<file path="src/rtl/chien_lambda1_lane_p32.sv">
// Chien-search lane for the Λ1 coefficient of the p=32 BCH decoder over GF(2^13).
// Presents α^1..α^8 times R each step and advances R by α^8 on every accepted step.
module chien_lambda1_lane_p32 (
  input  logic          clk,
  input  logic          rst,
  input  logic          load,
  input  logic [12:0]   lambda_in,
  input  logic          out_ready,
  output logic          out_valid,
  output logic [12:0]   term1,
  output logic [12:0]   term2,
  output logic [12:0]   term3,
  output logic [12:0]   term4,
  output logic [12:0]   term5,
  output logic [12:0]   term6,
  output logic [12:0]   term7,
  output logic [12:0]   term8,
  output logic [10:0]   pos,
  output logic          busy,
  output logic          done
);

  localparam int unsigned M     = 13;
  localparam int unsigned STEPS = 1024;
  localparam int unsigned CW    = 11;
  localparam logic [M-1:0]  POLY_LOW = M'(13'h001B);
  localparam logic [CW-1:0] LAST_CNT = CW'(STEPS - 1);

  typedef enum logic [0:0] {
    IDLE = 1'b0,
    RUN  = 1'b1
  } state_t;

  state_t        state_q, state_d;
  logic [M-1:0]  r_q, r_d;
  logic [CW-1:0] cnt_q, cnt_d;
  logic          valid_q, valid_d;
  logic          busy_q, busy_d;
  logic          done_q, done_d;

  logic [M-1:0]  pow_c [0:8];
  logic          accept_c;

  // Multiply by α: shift up one bit, fold α^13 back as α^4+α^3+α+1.
  function automatic logic [M-1:0] mul_alpha(input logic [M-1:0] x);
    mul_alpha = {x[M-2:0], 1'b0} ^ (x[M-1] ? POLY_LOW : '0);
  endfunction

  always_comb begin
    pow_c[0] = r_q;
    for (int k = 1; k <= 8; k++) begin
      pow_c[k] = mul_alpha(pow_c[k-1]);
    end
  end

  assign accept_c = valid_q && out_ready;

  // Next-state: load wins over accept, so a load in RUN restarts without done.
  always_comb begin
    state_d = state_q;
    r_d     = r_q;
    cnt_d   = cnt_q;
    valid_d = valid_q;
    busy_d  = busy_q;
    done_d  = 1'b0;
    if (load) begin
      state_d = RUN;
      r_d     = lambda_in;
      cnt_d   = '0;
      valid_d = 1'b1;
      busy_d  = 1'b1;
    end else if (state_q == RUN && accept_c) begin
      r_d = pow_c[8];
      if (cnt_q == LAST_CNT) begin
        state_d = IDLE;
        cnt_d   = '0;
        valid_d = 1'b0;
        busy_d  = 1'b0;
        done_d  = 1'b1;
      end else begin
        cnt_d = cnt_q + CW'(1);
      end
    end
  end

  always_ff @(posedge clk or posedge rst) begin
    if (rst) begin
      state_q <= IDLE;
      r_q     <= '0;
      cnt_q   <= '0;
      valid_q <= 1'b0;
      busy_q  <= 1'b0;
      done_q  <= 1'b0;
    end else begin
      state_q <= state_d;
      r_q     <= r_d;
      cnt_q   <= cnt_d;
      valid_q <= valid_d;
      busy_q  <= busy_d;
      done_q  <= done_d;
    end
  end

  assign out_valid = valid_q;
  assign busy      = busy_q;
  assign done      = done_q;
  assign pos       = cnt_q;
  assign term1     = pow_c[1];
  assign term2     = pow_c[2];
  assign term3     = pow_c[3];
  assign term4     = pow_c[4];
  assign term5     = pow_c[5];
  assign term6     = pow_c[6];
  assign term7     = pow_c[7];
  assign term8     = pow_c[8];

endmodule

</file>
<file path="config.mk">
export PLATFORM = sky130hd
export DESIGN_NAME = chien_lambda1_lane_p32
export DESIGN_NICKNAME = d
export VERILOG_FILES = /design/src/rtl/chien_lambda1_lane_p32.sv
export SDC_FILE = /design/constraint.sdc
export NUM_CORES = 1
export LEC_CHECK = 0
export BUFFER_PORTS_ARGS = -buffer_cell sky130_fd_sc_hd__buf_2
export CAP_MARGIN = 20
export CORE_ASPECT_RATIO = 0.6
export CORE_UTILIZATION = 30
export DETAILED_ROUTE_END_ITERATION = 10
export SYNTH_ARGS = -nofsm -noshare
export SYNTH_HDL_FRONTEND = slang
export SYNTH_SLANG_ARGS = --single-unit
</file>
<file path="constraint.sdc">
create_clock -name clk -period 2.5 [get_ports clk]
set_input_delay 0.5 -clock clk [delete_from_list [all_inputs] [get_ports clk]]
set_output_delay 0.5 -clock clk [all_outputs]
set_load 0.1 [all_outputs]
</file>
==> metrics.md, run 1 <==
| Metric | Value |
|---|---|
| CTS Root Cell | `clkbuf_16` |
| CTS tree | `built` |
| Largest net degree at the start of global routing | `35` |
| Post-synthesis sequential area ratio | `31.1%` |
| CP startpoint kind | `register` |
| I/O Buffers | `approximately 130` |
| Layout area overhead | `41.1%` |
| Least-Margin Pin Slew | `about 0.66 ns` |
| Clock Skew | `0.00488 ns` |
| Fmax | `0.412 GHz` |
| Status | `complete, no violations` |
| CTS Buf Count | `3` |
| Final max-slew violation count | `0` |
| Ports | `roughly 140` |
| Area of the die | `0.00731 mm²` |
| Antenna viol nets, final | `0` |
| Total GRT Usage | `14.8%` |
| Crit Reg-Reg Startpoint | `r_q[12]` |
| Max cap viols | `0` |
| Ys Warns | `0` |
| Reg2reg setup slack | `0.71 ns` |
| First-pass GRT wire length | `7.85 mm` |
| Yosys cell types | `29` |
| Hold Fails Final Rpt | `0` |
| Min-delay worst type | `input port to asynchronous set/reset pin` |
| H-tree Lvls | `1` |
| Wirelength, routed | `5.36 mm` |
| Multi-input gate area | `997 µm²` |
| CP Launch Point | `r_q[12]` |
| Initial antenna violation count | `0` |
| RSZ-0062 raised after global routing | `yes` |
| Vias in the first global route | `1,403` |
| Ant. Diodes | `0` |
| Sink Count | `26` |
| Post-synthesis area per instance | `around 9 µm²` |
| Minimum clock period | `2.43 ns` |
| Setup Buffers After CTS | `0` |
| Avg WL per Cell | `14.2 µm` |
| Post-synth top flop | `dfrtp_1` |
| Setup crit end | `term5[7]` |
| Clk buf depth | `2` |
| Slew headroom | `55.9%` |
| Std-Cell Core Area | `between 0.006 and 0.007 mm²` |
| Reg2reg end | `r_q[10]` |
| Async set or reset register ratio after synthesis | `100%` |
| Total grt overflow | `0` |
| Util after Layout | `44.0%` |
| Synth Net Count | `between 200 and 300` |
| Nets@finish | `309` |
| Kind of critical path | `register to primary output` |
| Number of core rows | `23` |
| FF-to-FF path depth | `4` |
| Detailed Route Iter0 Violations | `62` |
| RD Place Congestion | `approximately 0.9` |
| Crit path max fanout | `8` |
| Resize count post-CTS | `0` |
| Place WS | `0.348 ns` |
| Critical Path Sink Type | `primary output` |
| Flops & latches, synth | `26` |
| Initial core utilization | `31.2%` |
| WP data required | `2.00 ns` |
| Routed via count | `1,635` |
| Most frequent cells after synthesis | `buf_4 (82), dfrtp_1 (26), nand2_1 (19), xnor2_1 (19)` |
| Most common cell in the netlist | `buf_4` |
| Reg clk slew, reported paths | `0.07 ns` |
| Final HPWL DP | `about 4.3 mm` |
| # setup viols final | `0` |
| CP arrival | `1.93 ns` |
| Cell count after synthesis | `approximately 240` |
| DIE HEIGHT | `66.6 µm` |
| Clk Latency, worst-skew pair | `about 0.27 ns` |
| DRT Pass-1 Iters | `4` |
| Via-to-Cell Ratio | `4.34` |
| Final Cycle Share | `between 90 and 100%` |
| Setup WS post-layout | `0.0706 ns` |
| DRC Markers | `0` |
| Hold buffers post-CTS | `0` |
| Cell taking the most area after synthesis | `dfrtp_1` |
| Top cell type's share of synthesized area | `a little under a third` |
| Mapped cell area | `0.00209 mm²` |
| Fraction of layout cells with a size suffix above 1 | `58.3%` |
| Register Area | `656 µm²` |
| Main area contributors after synthesis | `dfrtp_1 (31%), buf_4 (29%), xnor2_1 (8.0%)` |
| Filler cell count | `641` |
| Die W | `110 µm` |
| Number of flops mapped to enable cells by yosys | `0` |
==> registers in the layout, summed over array words and instances (netlist names) <==
signal / count
pos: 11
busy: 1
r_q: 13
done: 1
==> metrics by stage <==
stage	cells	area, µm²	TNS (ns)	hold slack (ns)
floorplan	235	2420	-3.97	0.540
global placement	373	2850	0	0.552
detailed placement	373	2850	0	0.566
CTS	377	2930	0	0.324
global route	377	2950	-0.0820	0.359
finish	377	2950	0	0.288
==> final cells by class <==
type                            instances  share of cell area (%)
Inverter                                7                    1.02
Timing Repair Buffer                  139                    36.2
Sequential cell                        26                    22.2
Tap cell                               87                    3.69
Multi-Input combinational cell        114                    33.8
Clock buffer                            4                    3.01
==> metal layers <==
metal	part of all wire, %	global-route usage, %	up-vias	wire length, µm
met1	51	23.4	760	2740
met5	0	0	-	0
met3	8.1	3.72	2	437
li1	-	-	781	-
met4	0.75	3.50	0	40
met2	40	19.3	92	2140
==> placed cells by master (no fill, tap or decap), types with 5 or more instances in the layout <==
cell type    n
buf_2      110
nor2_1      12
inv_1        6
a21oi_1      5
buf_12      24
xnor2_2      7
xnor2_4      6
mux2i_1     11
dfrtp_1     22
buf_4        5
nand2_1     19
xnor2_1      7
xor2_1       7
o21ai_0     11
==> kinds of logic (layout without fill, tap and decap cells) <==
logic type / after synthesis / count (layout) / share of synthesized area (%)
simple gates: 49 / 49 / 11.3
mux: 11 / 11 / 5.27
buf+inv: 95 / 150 / 31.9
compound gates: 21 / 21 / 5.33
flops: 26 / 26 / 31.1
xor+xnor: 32 / 32 / 14.5
fa+ha+maj: 1 / 1 / 0.599
==> worst min path at each step <==
stage / startpoint / endpoint / depth (start not counted)
floorplan: rst / busy / 1
finish: rst / r_q[12] / 2
detailed placement: pos[1] / pos[1] / 2
global placement: pos[9] / pos[9] / 2
global route: rst / r_q[0] / 2
CTS: rst / r_q[11] / 2
==> worst max-delay path: stages (launching register included) <==
cell and delay [ns]:
dfrtp_1 0.51, xnor2_2 0.58, xnor2_4 0.32, buf_12 0.25
Power of run 1 is left out: the tool's default activity adds up to more than one toggle a clock period on the data nets, which glitch-free logic cannot reach.
==> run 2: changes to the inputs <==
--- a/config.mk
+++ b/config.mk
@@ -10,6 +10,8 @@
 export CORE_ASPECT_RATIO = 0.6
 export CORE_UTILIZATION = 30
 export DETAILED_ROUTE_END_ITERATION = 10
+export GPL_ROUTABILITY_DRIVEN = 0
+export RECOVER_POWER = 100
 export SYNTH_ARGS = -nofsm -noshare
 export SYNTH_HDL_FRONTEND = slang
 export SYNTH_SLANG_ARGS = --single-unit
==> metrics.md, run 2 (same netlist as run 1, synthesis figures left out) <==
| Metric | Value |
|---|---|
| Status | `complete, no violations` |
| RSZ-0062 raised after global routing | `yes` |
| Ports | `135 (unchanged)` |
| Min Hold Slack | `0.290 ns (+0.00244 ns)` |
| Total GRT Usage | `14.5% (-0.29 points)` |
| FF-to-FF path depth | `4 (unchanged)` |
| Layout area overhead | `34.9%` |
| Most frequent cells in the layout | `clkbuf_2 (60), clkbuf_1 (32), dfrtp_1 (22), buf_2 (21), nand2_1 (19)` |
| Reg2reg end | `r_q[7]` |
| DIE HEIGHT | `66.6 µm (unchanged)` |
| Fraction of layout cells with a size suffix above 1 | `46.6% (-12 points)` |
| Std-Cell Core Area | `0.00671 mm² (unchanged)` |
| CP arrival | `1.92 ns (about the same)` |
| Via-to-Cell Ratio | `4.35 (+0.24%)` |
| Antenna viol nets, final | `0 (unchanged)` |
| CTS tree | `built` |
| Hold Fails Final Rpt | `0 (unchanged)` |
| Crit Reg-Reg Startpoint | `busy` |
| Initial antenna violation count | `0 (unchanged)` |
| Vias in the first global route | `1,429 (+1.9%)` |
| Least-Margin Pin Slew | `1.17 ns (+0.515 ns)` |
| Critical Path Sink Type | `primary output` |
| Reg2reg setup slack | `0.56 ns (-0.15 ns)` |
| Clock Skew | `0.00258 ns (-0.00230 ns)` |
| Final HPWL DP | `4.21 mm (-0.91%)` |
| Routed via count | `1,639 (+0.24%)` |
| Sink Count | `26 (unchanged)` |
| CP startpoint kind | `register` |
| Minimum clock period | `2.42 ns (-0.00819 ns)` |
| Max reg flops | `13 (unchanged)` |
| H-tree Lvls | `1 (unchanged)` |
| CTS Root Cell | `clkbuf_16` |
| Most common cell after layout, fill and taps aside | `clkbuf_2` |
| Crit path max fanout | `8 (unchanged)` |
| Max cap viols | `0 (unchanged)` |
| I/O Buffers | `134 (unchanged)` |
| CTS Buf Count | `3 (unchanged)` |
| Total grt overflow | `0 (unchanged)` |
| Kind of critical path | `register to primary output` |
| Number of core rows | `23 (unchanged)` |
| Final max-slew violation count | `0 (unchanged)` |
| Nets@finish | `309 (unchanged)` |
| Wirelength, routed | `5.22 mm (-2.6%)` |
| # setup viols final | `0 (unchanged)` |
| Clk buf depth | `2 (unchanged)` |
| Min-delay worst type | `input port to asynchronous set/reset pin` |
| Reg clk slew, reported paths | `0.06 ns (about the same)` |
| Clk Latency, worst-skew pair | `0.26 ns (about the same)` |
| Biggest register | `r_q` |
| DRT Pass-1 Iters | `4 (unchanged)` |
| First-pass GRT wire length | `7.76 mm (-1.1%)` |
| Fmax | `0.413 GHz (+0.34%)` |
| Slew headroom | `22.2% (-34 points)` |
| Die W | `110 µm (unchanged)` |
| Avg WL per Cell | `13.9 µm (-2.6%)` |
| Largest net degree at the start of global routing | `35 (unchanged)` |
| Initial core utilization | `31.2% (unchanged)` |
| WP data required | `2.00 ns (about the same)` |
| Detailed Route Iter0 Violations | `91 (+47%)` |
| DRC Markers | `0 (unchanged)` |
| Area of the die | `0.00731 mm² (unchanged)` |
| Ant. Diodes | `0 (unchanged)` |
| Final Cycle Share | `96.8% (-0.33 points)` |
-- run 2: layer usage --
metal  part of all wire [%]  global-route usage, %  vias up
li1                       -                      -      791
met2                     40                   19.3       88
met3                    6.7                   3.62        2
met5                      0                      0        -
met1                     53                   22.9      758
met4                   0.27                   2.50        0
-- run 2: final cells by class --
cell class / instances / area (µm²)
multi-input combinational: 114 / 991
sequential: 26 / 656
clock buffer: 4 / 88.8
tap: 87 / 109
inverter: 7 / 30.0
fill: 672 / 3890
timing repair buffer: 139 / 943
-- run 2: critical path, cell delays in order, from the launching register on --
cell and delay, ns:
dfrtp_1 0.51, xnor2_2 0.58, xnor2_4 0.32, buf_12 0.25
-- run 2: what timing repair did --
action / CTS / global route
endpoints found under the setup margin: 0 / 13
setup buffers: 0 / 0
resized for setup: 0 / 2
hold buffers: 0 / 0
-- run 2: stage by stage --
stage	util [%]	area, µm²	worst slack (ns)	TNS (ns)	instances
CTS	43.8	2930	0.0597	0	377
detailed placement	42.4	2850	0.347	0	373
floorplan	-	2420	-0.410	-3.97	235
global route	42.0	2820	-0.00222	-0.00862	377
global placement	42.4	2850	0.384	0	373
finish	42.0	2820	0.0788	0	377
-- run 2: worst max path at each step --
| stage | from | endpoint | slack, ns | cells past startpoint |
|---|---|---|---|---|
| 2_1_floorplan | r_q[10] | term7[5] | -0.41 | 4 |
| 3_3_place_gp | r_q[6] | term8[4] | 0.38 | 3 |
| 3_5_place_dp | r_q[6] | term8[4] | 0.35 | 3 |
| 4_1_cts | r_q[6] | term8[4] | 0.06 | 3 |
| 5_1_grt | r_q[12] | term4[6] | -0.002 | 3 |
| 6_report | r_q[12] | term5[7] | 0.08 | 3 |
Power of run 2 is left out for the same reason.
==> run 3: changes to the inputs <==
==> constraint.sdc (replaced) <==
create_clock -name clk -period 2 [get_ports clk]
set_input_delay 0.4 -clock clk [delete_from_list [all_inputs] [get_ports clk]]
set_output_delay 0.4 -clock clk [all_outputs]
set_load 0.1 [all_outputs]
==> metrics.md, run 3 (same netlist as run 1, synthesis figures left out) <==
| Metric | Value |
|---|---|
| Failing checks | `negative setup slack` |
| Clk Latency, worst-skew pair | `0.26 ns (about the same)` |
| Number of core rows | `23 (unchanged)` |
| Final max-slew violation count | `0 (unchanged)` |
| CP arrival | `1.65 ns (-0.27 ns)` |
| Ant. Diodes | `0 (unchanged)` |
| DIE HEIGHT | `66.6 µm (unchanged)` |
| WP data required | `1.60 ns (-0.40 ns)` |
| Top Family by Delay on Critical Path | `XOR/XNOR gates` |
| DRC Markers | `0 (unchanged)` |
| Hold buffers post-CTS | `0 (unchanged)` |
| Largest net degree at the start of global routing | `35 (unchanged)` |
| Fraction of layout cells with a size suffix above 1 | `66.2% (+20 points)` |
| Most frequent cells in the layout | `buf_12 (58), clkbuf_2 (41), buf_2 (37), buf_4 (26), nand2_1 (19)` |
| Nets@finish | `347 (+12%)` |
| First-pass GRT wire length | `8.48 mm (+9.3%)` |
| CP startpoint kind | `register` |
| Min Hold Slack | `0.352 ns (+0.0622 ns)` |
| Cell mode on critical path | `xnor2_4` |
| Total grt overflow | `0 (unchanged)` |
| Layout area overhead | `87.5%` |
| Reg clk slew, reported paths | `0.07 ns (about the same)` |
| DRT Pass-1 Iters | `4 (unchanged)` |
| Fmax | `about 0.49 GHz` |
| Placed insts | `385 (+3.2%)` |
| Clock Skew | `0.00364 ns (+0.00105 ns)` |
| Wirelength, routed | `5.71 mm (+9.3%)` |
| Final Cycle Share | `103%` |
| Area of the die | `0.00731 mm² (unchanged)` |
| Total GRT Usage | `15.7% (+1.2 points)` |
| Cell chain of the critical path | `xnor2_4 -> buf_6 -> clkinvlp_4 -> xnor2_4 -> buf_12` |
| Status | `finished, violations left` |
| Least-Margin Pin Slew | `1.38 ns (+0.213 ns)` |
| Final HPWL DP | `4.53 mm (+7.6%)` |
| Initial core utilization | `31.2% (unchanged)` |
| Avg WL per Cell | `13.8 µm (-0.74%)` |
| CTS tree | `built` |
| Hold Fails Final Rpt | `0 (unchanged)` |
| Routed via count | `1,806 (+10%)` |
| Kind of critical path | `register to primary output` |
| Crit path largest cell delay | `0.45 ns (-0.13 ns)` |
| Most common cell after layout, fill and taps aside | `buf_12` |
| CP max-delay cell | `dfrtp_2` |
| Minimum clock period | `2.05 ns` |
| Setup WS post-layout | `-0.0538 ns (-0.133 ns)` |
| CTS Root Cell | `clkbuf_16` |
| Biggest register | `r_q` |
| Slew headroom | `7.73% (-15 points)` |
| Max cap viols | `0 (unchanged)` |
| Final Non-Filler Cells | `415 (+10%)` |
| Critical Path Sink Type | `primary output` |
| Sink Count | `26 (unchanged)` |
| CTS Buf Count | `3 (unchanged)` |
| H-tree Lvls | `1 (unchanged)` |
| Ports | `135 (unchanged)` |
| Crit path max fanout | `4 (-4)` |
| Detailed Route Iter0 Violations | `69 (-24%)` |
| Critical path buffers and inverters | `3 (+2)` |
| Max reg flops | `13 (unchanged)` |
| Initial antenna violation count | `0 (unchanged)` |
| Via-to-Cell Ratio | `4.35 (about the same)` |
| Antenna viol nets, final | `0 (unchanged)` |
| Die W | `110 µm (unchanged)` |
| Filler cell count | `570 (-15%)` |
| Vias in the first global route | `1,613 (+13%)` |
| Min-delay worst type | `input port to register` |
| Reg2reg setup slack | `0.18 ns (-0.38 ns)` |
| RSZ-0062 raised after global routing | `yes` |
| I/O Buffers | `134 (unchanged)` |
| Clk buf depth | `2 (unchanged)` |
| Std-Cell Core Area | `0.00671 mm² (unchanged)` |
| # setup viols final | `11 (+11)` |
[run 3: routing by layer]
metal  vias to the layer above  wire (µm)  share of wire (%)  GRT usage, %
met5                         -          0                  0             0
met4                         0         14               0.25          2.50
met3                         2        384                6.7          2.64
met2                        95       2690                 47          25.6
met1                       851       2620                 46          22.0
li1                        858          -                  -             -
[run 3: stage by stage]
step	util, %	worst slack, ns	cell area, µm²	setup TNS (ns)
6_report	58.4	-0.0538	3920	-0.315
2_1_floorplan	-	-0.792	2670	-23.44
3_3_place_gp	51.8	0.0636	3480	0
5_1_grt	58.4	-0.119	3920	-1.45
4_1_cts	57.7	-0.0871	3870	-1.16
3_5_place_dp	51.8	0.0152	3480	0
[run 3: timing repair]
action | in CTS | in global routing
pin swaps | 11 | 8
endpoints found under the setup margin | 40 | 38
resized for setup | 14 | 7
buffers inserted | 23 | 3
[run 3: final timing paths]
path / startpoint / end / cells past startpoint
worst max-delay path: r_q[10] / term8[6] / 5
worst min-delay path: lambda_in[0] / r_q[0] / 3
worst max register to register: pos[0] / pos[7] / 5
worst min register to register: pos[6] / pos[6] / 2
max in group asynchronous: rst / r_q[7] / 3
min in group asynchronous: rst / pos[0] / 3
[run 3: layout make-up]
class / count / area [µm²] / share of cell area [%]
clock buffers: 3 / 75.1 / 1.92
clock inverters: 1 / 30.0 / 0.767
inverters: 7 / 45.0 / 1.15
multi-input cells: 114 / 1100 / 28.1
flip-flops and latches: 26 / 666 / 17.0
well taps: 87 / 109 / 2.78
repair buffers: 177 / 1890 / 48.3
[run 3: worst reg2reg max path, cell delays in order (launching register included)]
cell	delay, ns
dfrtp_1	0.44
ha_1	0.24
nand4_1	0.13
or4_1	0.51
nand2b_1	0.27
nor2_1	0.10
Power of run 3 is left out for the same reason.
